<file path="src/rtl/arm_multicycle_ctrl.sv">
// arm_multicycle_ctrl: main controller for the multicycle ARM datapath.
// Sequences FETCH/DECODE/EXECUTE, holds the NZCV flag register and resolves
// conditional execution in DECODE. The latched result gates every architectural
// write (register, memory, PC, flags) in the states that follow.
// Ports:
//   clk, reset       rising-edge clock, synchronous active-low reset
//   Cond, Op, Funct  instruction fields IR[31:28], IR[27:26], IR[25:20]
//   Rd               destination register IR[15:12]
//   ALUFlags         {N,Z,C,V} produced by the ALU this cycle
//   Flags            registered {N,Z,C,V}
//   PCWrite, IRWrite, MemWrite, RegWrite   write enables
//   AdrSrc, ALUSrcA, ALUSrcB, ResultSrc, ALUControl, ImmSrc, RegSrc   datapath selects
module arm_multicycle_ctrl (
   input  logic       clk,
   input  logic       reset,
   input  logic [3:0] Cond,
   input  logic [1:0] Op,
   input  logic [5:0] Funct,
   input  logic [3:0] Rd,
   input  logic [3:0] ALUFlags,
   output logic [3:0] Flags,
   output logic       PCWrite,
   output logic       IRWrite,
   output logic       MemWrite,
   output logic       RegWrite,
   output logic       AdrSrc,
   output logic       ALUSrcA,
   output logic [1:0] ALUSrcB,
   output logic [1:0] ResultSrc,
   output logic [1:0] ALUControl,
   output logic [1:0] ImmSrc,
   output logic [1:0] RegSrc
);

   localparam logic [3:0] FETCH  = 4'd0;
   localparam logic [3:0] DECODE = 4'd1;
   localparam logic [3:0] MEMADR = 4'd2;
   localparam logic [3:0] MEMRD  = 4'd3;
   localparam logic [3:0] MEMWB  = 4'd4;
   localparam logic [3:0] MEMWR  = 4'd5;
   localparam logic [3:0] EXECR  = 4'd6;
   localparam logic [3:0] EXECI  = 4'd7;
   localparam logic [3:0] ALUWB  = 4'd8;
   localparam logic [3:0] BRANCH = 4'd9;
   localparam logic [3:0] TRAP   = 4'd10;

   localparam logic [3:0] CMD_AND = 4'b0000;
   localparam logic [3:0] CMD_SUB = 4'b0010;
   localparam logic [3:0] CMD_ADD = 4'b0100;
   localparam logic [3:0] CMD_CMP = 4'b1010;
   localparam logic [3:0] CMD_ORR = 4'b1100;

   logic [3:0] state_q, state_d;
   logic [3:0] flags_q, flags_d;
   logic       cond_ok_q, cond_ok_d;

   logic       cond_ex, ge;
   logic [3:0] cmd;
   logic       reg_w, mem_w, branch, alu_op, no_write, pcs;
   logic [1:0] flag_w;

   assign cmd = Funct[4:1];
   assign ge  = (flags_q[3] == flags_q[0]);

   always_comb begin
      cond_ex = 1'b0;
      case (Cond)
         4'b0000: cond_ex = flags_q[2];
         4'b0001: cond_ex = ~flags_q[2];
         4'b0010: cond_ex = flags_q[1];
         4'b0011: cond_ex = ~flags_q[1];
         4'b0100: cond_ex = flags_q[3];
         4'b0101: cond_ex = ~flags_q[3];
         4'b0110: cond_ex = flags_q[0];
         4'b0111: cond_ex = ~flags_q[0];
         4'b1000: cond_ex = flags_q[1] & ~flags_q[2];
         4'b1001: cond_ex = ~(flags_q[1] & ~flags_q[2]);
         4'b1010: cond_ex = ge;
         4'b1011: cond_ex = ~ge;
         4'b1100: cond_ex = ~flags_q[2] & ge;
         4'b1101: cond_ex = ~(~flags_q[2] & ge);
         4'b1110: cond_ex = 1'b1;
         default: cond_ex = 1'b0;
      endcase
   end

   always_comb begin
      state_d = FETCH;
      case (state_q)
         FETCH:  state_d = DECODE;
         DECODE: begin
            case (Op)
               2'b00:   state_d = Funct[5] ? EXECI : EXECR;
               2'b01:   state_d = MEMADR;
               2'b10:   state_d = BRANCH;
               default: state_d = TRAP;
            endcase
         end
         MEMADR: state_d = Funct[0] ? MEMRD : MEMWR;
         MEMRD:  state_d = MEMWB;
         EXECR:  state_d = ALUWB;
         EXECI:  state_d = ALUWB;
         default: state_d = FETCH;
      endcase
   end

   // Raw per-state controls, before condition and reset gating.
   always_comb begin
      IRWrite   = 1'b0;
      AdrSrc    = 1'b0;
      ALUSrcA   = 1'b0;
      ALUSrcB   = 2'b00;
      ResultSrc = 2'b00;
      reg_w     = 1'b0;
      mem_w     = 1'b0;
      branch    = 1'b0;
      alu_op    = 1'b0;
      case (state_q)
         FETCH: begin
            IRWrite   = reset;
            ALUSrcA   = 1'b1;
            ALUSrcB   = 2'b10;
            ResultSrc = 2'b10;
         end
         DECODE: begin
            ALUSrcA   = 1'b1;
            ALUSrcB   = 2'b10;
            ResultSrc = 2'b10;
         end
         MEMADR: ALUSrcB = 2'b01;
         MEMRD:  AdrSrc = 1'b1;
         MEMWB: begin
            ResultSrc = 2'b01;
            reg_w     = 1'b1;
         end
         MEMWR: begin
            AdrSrc = 1'b1;
            mem_w  = 1'b1;
         end
         EXECR: alu_op = 1'b1;
         EXECI: begin
            ALUSrcB = 2'b01;
            alu_op  = 1'b1;
         end
         ALUWB: reg_w = 1'b1;
         BRANCH: begin
            ALUSrcB   = 2'b01;
            ResultSrc = 2'b10;
            branch    = 1'b1;
         end
         default: ;
      endcase
   end

   always_comb begin
      ALUControl = 2'b00;
      flag_w     = 2'b00;
      if (alu_op) begin
         case (cmd)
            CMD_ADD: ALUControl = 2'b00;
            CMD_SUB: ALUControl = 2'b01;
            CMD_AND: ALUControl = 2'b10;
            CMD_ORR: ALUControl = 2'b11;
            CMD_CMP: ALUControl = 2'b01;
            default: ALUControl = 2'b00;
         endcase
         flag_w[1] = Funct[0];
         flag_w[0] = Funct[0] & ((cmd == CMD_ADD) | (cmd == CMD_SUB) | (cmd == CMD_CMP));
      end
   end

   // NoWrite is taken from the instruction, not the ALU decode, because the
   // register write happens in ALUWB after ALUOp has dropped.
   assign no_write = (Op == 2'b00) & (cmd == CMD_CMP);
   assign pcs      = branch | (reg_w & (Rd == 4'hF));

   assign RegWrite = reset & reg_w & cond_ok_q & ~no_write;
   assign MemWrite = reset & mem_w & cond_ok_q;
   assign PCWrite  = reset & ((state_q == FETCH) | (pcs & cond_ok_q));

   assign ImmSrc = Op;
   assign RegSrc = {Op == 2'b01, Op == 2'b10};
   assign Flags  = flags_q;

   always_comb begin
      flags_d   = flags_q;
      cond_ok_d = (state_q == DECODE) ? cond_ex : cond_ok_q;
      if (flag_w[1] & cond_ok_q) flags_d[3:2] = ALUFlags[3:2];
      if (flag_w[0] & cond_ok_q) flags_d[1:0] = ALUFlags[1:0];
   end

   always_ff @(posedge clk) begin
      if (!reset) begin
         state_q   <= FETCH;
         flags_q   <= 4'b0000;
         cond_ok_q <= 1'b0;
      end else begin
         state_q   <= state_d;
         flags_q   <= flags_d;
         cond_ok_q <= cond_ok_d;
      end
   end

endmodule

</file>
<file path="config.mk">
export PLATFORM = sky130hd
export DESIGN_NAME = arm_multicycle_ctrl
export DESIGN_NICKNAME = d
export VERILOG_FILES = /design/src/rtl/arm_multicycle_ctrl.sv
export SDC_FILE = /design/constraint.sdc
export NUM_CORES = 1
export LEC_CHECK = 0
export BUFFER_PORTS_ARGS = -buffer_cell sky130_fd_sc_hd__buf_4
export CORE_MARGIN = 4
export CORE_UTILIZATION = 31
export CTS_BUF_LIST = sky130_fd_sc_hd__clkbuf_4
export CTS_CLUSTER_SIZE = 8
export DETAILED_ROUTE_END_ITERATION = 12
export GPL_ROUTABILITY_DRIVEN = 0
export HOLD_SLACK_MARGIN = 0.15
export PLACE_DENSITY = 0.68
export SYNTH_ARGS = -nofsm -noshare
export SYNTH_HDL_FRONTEND = slang
export SYNTH_SLANG_ARGS = --single-unit
</file>
<file path="constraint.sdc">
create_clock -name clk -period 2.3 [get_ports clk]
set_input_delay 0 -clock clk [delete_from_list [all_inputs] [get_ports clk]]
set_output_delay 0 -clock clk [all_outputs]
set_load 0.1 [all_outputs]
</file>
==> impl_metrics.tcl, run 1 <==
set metrics [dict create \
    grt_util_met1_pct 18.3 \
    synth_compound_area_share_pct 20.0 \
    totalNegativeSetupSlack_ps 0 \
    crit_arrival_ps 2260 \
    timing.max_slew.rel_slack_pct 73.4 \
    multi_input_area_sq_um 656 \
    timing.critical_path.cells "nor2b_4 -> nand4_4 -> nor3_4 -> mux2i_1 -> nor2b_1 -> dlygate4sd3_1" \
    mappedNetlistNets 141 \
    synthMostInstantiatedCell "nand2_1" \
    synth_top_family_by_area "simple AND/OR/NAND/NOR gates" \
    grt_overflow_total 0 \
    muxShareOfSynthArea_pct 5.77 \
    routed-via-count 1029 \
    drt-total-wl_um 2630 \
    top_usage_layer "met2" \
    clock_latency_reported_for_the_late_side_of_the_worst_skew_pair_ps 260 \
    leakage_nw 0.606 \
    clock_sink_count 9 \
    area_growth_pct 57.7 \
    timing.critical_path.required_ps 2460 \
    antennaDiodeCount 0 \
    global_route.usage.met3_pct 3.56 \
    global_router_s_overall_resource_usage_pct 15.0 \
    placementRows 19 \
    tritoncts "yes" \
    type_of_the_tightest_min_delay_check "input pin to primary output" \
    floorplan.initialDensity_pct 32.3 \
    tritoncts.num_buffers 3 \
    detailedRoute.firstIterationViolations 34 \
    post_synth_fa_ha_maj_area_fraction_pct 0 \
    timing.critical_path.slowest_stage_cell "dlygate4sd3_1" \
    yosysUniqueCellTypes 42 \
    synthCells 119 \
    pwr_density_cell_nw_per_um2 499 \
    place.detailed.hpwl_um 1960 \
    critical_path.max_fanout 9 \
    grt_pass1_wl_um 4350 \
    fmax_mhz 475 \
    die-width_um 61.6 \
    ir_drop_uv 343 \
    fraction_of_layout_cells_with_a_size_suffix_above_1_pct 33.1 \
    viasPerCell 5.07 \
    timing_hold_violations_final 0 \
    clock_skew_ps 5.51 \
    setup_repair_after_global_routing_missed_its_margin "no" \
    ys_dominant_reg_cell "dfxtp_1" \
    grt_start_max_net_pins 17 \
    drt-pass1-iter-count 4 \
    route.antenna.remaining_nets 0 \
    layout.filler_cells 275 \
    timing_worst_setup_path_type "flop to flop" \
    numPortBuffers 41 \
    cp-start-kind "flop" \
    critical_path_buf_inv_count 1 \
    final.min_clock_period_ps 2100 \
    report.power.total_mw 0.700 \
    nets 195 \
    worst_pin_slew_ps 398 \
    critical-path-max-stage-delay_ps 540 \
    cts-root-buf "clkbuf_4" \
    wire_per_inst_um 13.0 \
    grt_antenna_before_repair 0 \
    end_kind "flop" \
    die_h_um 61.6 \
    worst_path_dominant_cell_family "simple AND/OR/NAND/NOR gates" \
    synth_simple_gate_area_share_pct 42.9 \
    synth_edf_count 0 \
    synthesis.yosys.warnings 0 \
    yosys.area_share.xor_xnor_pct 2.95 \
    layout.area.seq_sq_um 181 \
    post-synth-top-area-fraction_pct 20.3 \
    final-setup-viol-count 0 \
    final-max-slew-violation-count 0 \
    syn-cell-area_sq_um 890 \
    ys_top_cells_by_area "dfxtp_1 (20%), nor2b_1 (5.6%), nand2_1 (4.6%)" \
    placeableCoreArea_sq_um 2760 \
    synth_commonest_cells "nand2_1 (11), dfxtp_1 (9)" \
    clock_path_buffers 2 \
    synthDominantAreaCellType "dfxtp_1" \
    cts.clk_slew.worst_paths_ps 70 \
    cap_violations 0 \
    cts-htree-levels 1 \
    drt_drc_violations_left 0 \
    run_status "finished, final reports clean" \
    synth.yosys.seq_area_share_pct 20.3 \
    number_of_global_route_vias_before_repair 1006 \
    synth.ff_latch_count 9 \
    post-route-period-util_pct 91.5 \
    top_level_ports 42 \
    floorplan.die_area_sq_um 3790 \
    met2_demand_to_capacity_share_in_global_routing_pct 26.5 \
    asyncSetResetFlopFracSynth_pct 0 \
    syn_avg_cell_area_sq_um 7.48 \
]
-- layout make-up --
type                    count  area share (%)
inverters                   5            1.34
clock buffers               4            2.14
repair buffers             58            34.1
well taps                  31            2.77
multi-input cells          96            46.7
flip-flops and latches      9            12.9
-- tightest hold or removal path: cells and delay by family --
kind / cells / cell delay, ps
buf+inv: 2 / 310
simple gates: 1 / 40
-- placed cells by master, fill, tap and decap left out, drive strengths merged, types with 2 or more instances in the layout --
cell type / Yosys / routed
a31oi: 2 / 2
nand4: 2 / 2
o21ai: 7 / 7
nor3: 10 / 10
xor2: 2 / 2
a41oi: 2 / 2
dlygate4sd3: 0 / 17
and2: 2 / 2
and2b: 2 / 2
o221ai: 2 / 2
a21oi: 8 / 8
buf: 8 / 41
inv: 5 / 5
nor2: 8 / 8
nand2: 11 / 11
dfxtp: 9 / 9
nand3: 3 / 3
nand2b: 7 / 7
mux2i: 4 / 4
a21boi: 3 / 3
clkbuf: 1 / 4
nor2b: 9 / 9
-- state kept, by name, indices dropped and copies added, names as in the netlist --
name / count
cond_ok_q: 1
state_q: 4
Flags: 4
-- through the flow --
step	worst slack [ps]	cell area [sq um]	util [%]	instances	hold slack, ps
6_report	196	1400	50.9	203	357
2_1_floorplan	-463	908	-	119	147
3_5_place_dp	725	1200	43.6	182	266
5_1_grt	91.8	1400	50.9	203	365
4_1_cts	170	1400	50.8	203	356
3_3_place_gp	791	1200	43.6	182	257
-- kinds of logic (layout without fill, tap and decap cells) --
| group | after synthesis | count (layout) |
|---|---|---|
| muxes | 5 | 5 |
| buffers and inverters | 14 | 67 |
| AOI/OAI and AO/OA | 27 | 27 |
| xor gates and xnor gates | 3 | 3 |
| DFF | 9 | 9 |
| and+or+nand+nor | 61 | 61 |
-- path summary, 6_finish.rpt --
check / slack [ps] / to / startpoint / cells after the start
worst min register to register: 620 / state_q[2]$_SDFF_PN0_ / state_q[1]$_SDFF_PN0_ / 2
worst min-delay path: 360 / ALUControl[1] / Funct[2] / 3
worst max-delay path: 200 / Flags[0]$_SDFFE_PN0P_ / state_q[2]$_SDFF_PN0_ / 6
worst max register to register: 200 / Flags[0]$_SDFFE_PN0P_ / state_q[2]$_SDFF_PN0_ / 6
-- repair_timing --
item                                    4_1_cts  5_1_grt
hold endpoints to repair                      9        0
buffers inserted                              0        0
gates resized for setup                       0        1
hold buffers                                 17        0
endpoints found under the setup margin        0        1
-- power breakdown --
group	internal [mW]	switching [mW]
Sequential	0.165	0.0263
Combinational	0.119	0.251
Clock	0.0788	0.0586
Total	0.364	0.336
-- routing by layer --
metal	part of all wire (%)	vias up
met4	0.30	0
met1	41	470
met3	7.6	2
met2	51	34
li1	-	523
met5	0	-
Note: power is estimated with default switching activity, not from simulation.
==> inputs of run 2 (changes only) <==
--- a/config.mk
+++ b/config.mk
@@ -13,6 +13,7 @@
 export DETAILED_ROUTE_END_ITERATION = 12
 export GPL_ROUTABILITY_DRIVEN = 0
 export HOLD_SLACK_MARGIN = 0.15
+export MAX_ROUTING_LAYER = met4
 export PLACE_DENSITY = 0.68
 export SYNTH_ARGS = -nofsm -noshare
 export SYNTH_HDL_FRONTEND = slang
==> constraint.sdc (replaced) <==
create_clock -name clk -period 2.5 [get_ports clk]
set_input_delay 0 -clock clk [delete_from_list [all_inputs] [get_ports clk]]
set_output_delay 0 -clock clk [all_outputs]
set_load 0.1 [all_outputs]
==> run 2 against run 1 <==
Against the previous run: sequential power shrank 9%; critical path depth is the same; sequential share of layout area grew 0.28 points; non-clock buffer count shrank 3; critical endpoint is now cond_ok_q$_SDFFE_PN0P_.
==> impl_metrics.tcl, run 2 (same netlist as run 1, synthesis figures left out) <==
set metrics [dict create \
    worst_setup_path_endpoint "cond_ok_q$_SDFFE_PN0P_" \
    cp-start-kind "flop" \
    place.detailed.hpwl_um 1890 \
    cts_setup_buffers 0 \
    grt_antenna_before_repair 0 \
    area_growth_pct 53.3 \
    clock_path_buffers 2 \
    run_status "finished, final reports clean" \
    die_h_um 61.6 \
    placementRows 19 \
    cap_violations 0 \
    nets 192 \
    floorplan.initialDensity_pct 32.3 \
    timing.critical_path.required_ps 2640 \
    setup_repair_after_global_routing_missed_its_margin "no" \
    crit_arrival_ps 2280 \
    worst_pin_slew_ps 549 \
    die-width_um 61.6 \
    routed-via-count 997 \
    wire_per_inst_um 12.1 \
    clock_skew_ps 0.455 \
    viasPerCell 4.99 \
    cts-htree-levels 1 \
    layout_setup_ws_ps 362 \
    reg_to_reg_start "state_q[1]$_SDFF_PN0_" \
    mostFrequentLayoutCells "buf_4 (41), dlygate4sd3_1 (14), nand2_1 (11)" \
    route.antenna.remaining_nets 0 \
    global_router_s_overall_resource_usage_pct 13.8 \
    critical_path.max_fanout 16 \
    cts.clk_slew.worst_paths_ps 60 \
    final.min_clock_period_ps 2140 \
    pre_cts_ws_ps 912 \
    numPortBuffers 41 \
    startpoint "state_q[1]$_SDFF_PN0_" \
    worst_case_register_to_register_setup_slack_ps 360 \
    grt_pass1_wl_um 4000 \
    drt-total-wl_um 2420 \
    layout.cells.most_common "buf_4" \
    type_of_the_tightest_min_delay_check "input pin to flop" \
    fmax_mhz 468 \
    cts-root-buf "clkbuf_4" \
    number_of_global_route_vias_before_repair 938 \
    timing.max_slew.rel_slack_pct 63.3 \
    r2r_end "cond_ok_q$_SDFFE_PN0P_" \
    pwr_density_cell_nw_per_um2 459 \
    final-setup-viol-count 0 \
    leakage_nw 0.593 \
    post_cts_resized 0 \
    fraction_of_layout_cells_with_a_size_suffix_above_1_pct 32.5 \
    grt_start_max_net_pins 17 \
    clock_latency_reported_for_the_late_side_of_the_worst_skew_pair_ps 250 \
    timing_worst_setup_path_type "flop to flop" \
    tritoncts.num_buffers 3 \
    antennaDiodeCount 0 \
    clock_sink_count 9 \
    drt_drc_violations_left 0 \
    detailedRoute.firstIterationViolations 39 \
    grt_overflow_total 0 \
    drt-pass1-iter-count 4 \
    layout.core_utilization_pct 49.5 \
    ir_drop_uv 354 \
    end_kind "flop" \
    r2r.worst_path.cells 6 \
    floorplan.die_area_sq_um 3790 \
    final-max-slew-violation-count 0 \
    post-route-period-util_pct 85.5 \
    top_level_ports 42 \
    tritoncts "yes" \
    timing_hold_violations_final 0 \
    placeableCoreArea_sq_um 2760 \
]
[run 2: changes by cell type in the layout (fill, tap and decap cells not counted)]
cell           delta
dfxtp_1           +1
dfxtp_2           -1
a41oi_1           +1
a41oi_2           -1
dlygate4sd3_1     -3
[run 2: what timing repair did]
item / CTS / global route
setup endpoints to repair: 0 / 0
hold endpoints to repair: 9 / 0
hold buffers: 14 / 0
[run 2: critical path: stages, from the launching register on]
cell and delay, ps:
dfxtp_1 480, nand2b_1 270, nor3_2 240, mux2_1 360, nand2_1 80, a31oi_2 30, dlygate4sd3_1 560
[run 2: per-layer routing]
metal | share of wire [%] | wire (um) | global-route usage, % | up-vias
met4 | 0 | 0 | 1.21 | 0
met1 | 44 | 1060 | 17.4 | 442
li1 | - | - | - | 522
met5 | 0 | 0 | - | -
met3 | 8.7 | 210 | 3.35 | 0
met2 | 48 | 1160 | 23.2 | 33
[run 2: how the worst min path moves through the flow]
| stage | startpoint | cells past startpoint | to |
|---|---|---|---|
| floorplan | Op[1] | 2 | state_q[3]$_SDFF_PN0_ |
| global placement | ALUFlags[0] | 3 | Flags[0]$_SDFFE_PN0P_ |
| detailed placement | ALUFlags[2] | 3 | Flags[2]$_SDFFE_PN0P_ |
| CTS | Op[0] | 4 | state_q[2]$_SDFF_PN0_ |
| global route | Op[0] | 4 | state_q[2]$_SDFF_PN0_ |
| finish | Op[0] | 4 | state_q[2]$_SDFF_PN0_ |
[run 2: final cells by class]
cell class                 instances  area [sq um]
fill                             275          1390
inverter                           5          18.8
clock buffer                       4          30.0
multi-input combinational         96           648
timing repair buffer              55           448
tap                               31          38.8
sequential                         9           180
[run 2: per-stage QoR]
step / std cells / hold slack, ps / setup TNS (ps) / power (mW) / instance area, sq um
after detailed placement: 182 / 265 / 0 / 0.496 / 1190
after global placement: 182 / 260 / 0 / 0.492 / 1190
after floorplan: 119 / 147 / -1000 / 0.419 / 901
after global routing: 200 / 212 / 0 / 0.664 / 1360
after CTS: 200 / 158 / 0 / 0.634 / 1360
final: 200 / 166 / 0 / 0.626 / 1360
[run 2: where the power goes]
group / switching, mW / internal [mW]
Sequential: 0.0232 / 0.152
Clock: 0.0459 / 0.0720
Combinational: 0.230 / 0.103
Total: 0.299 / 0.327
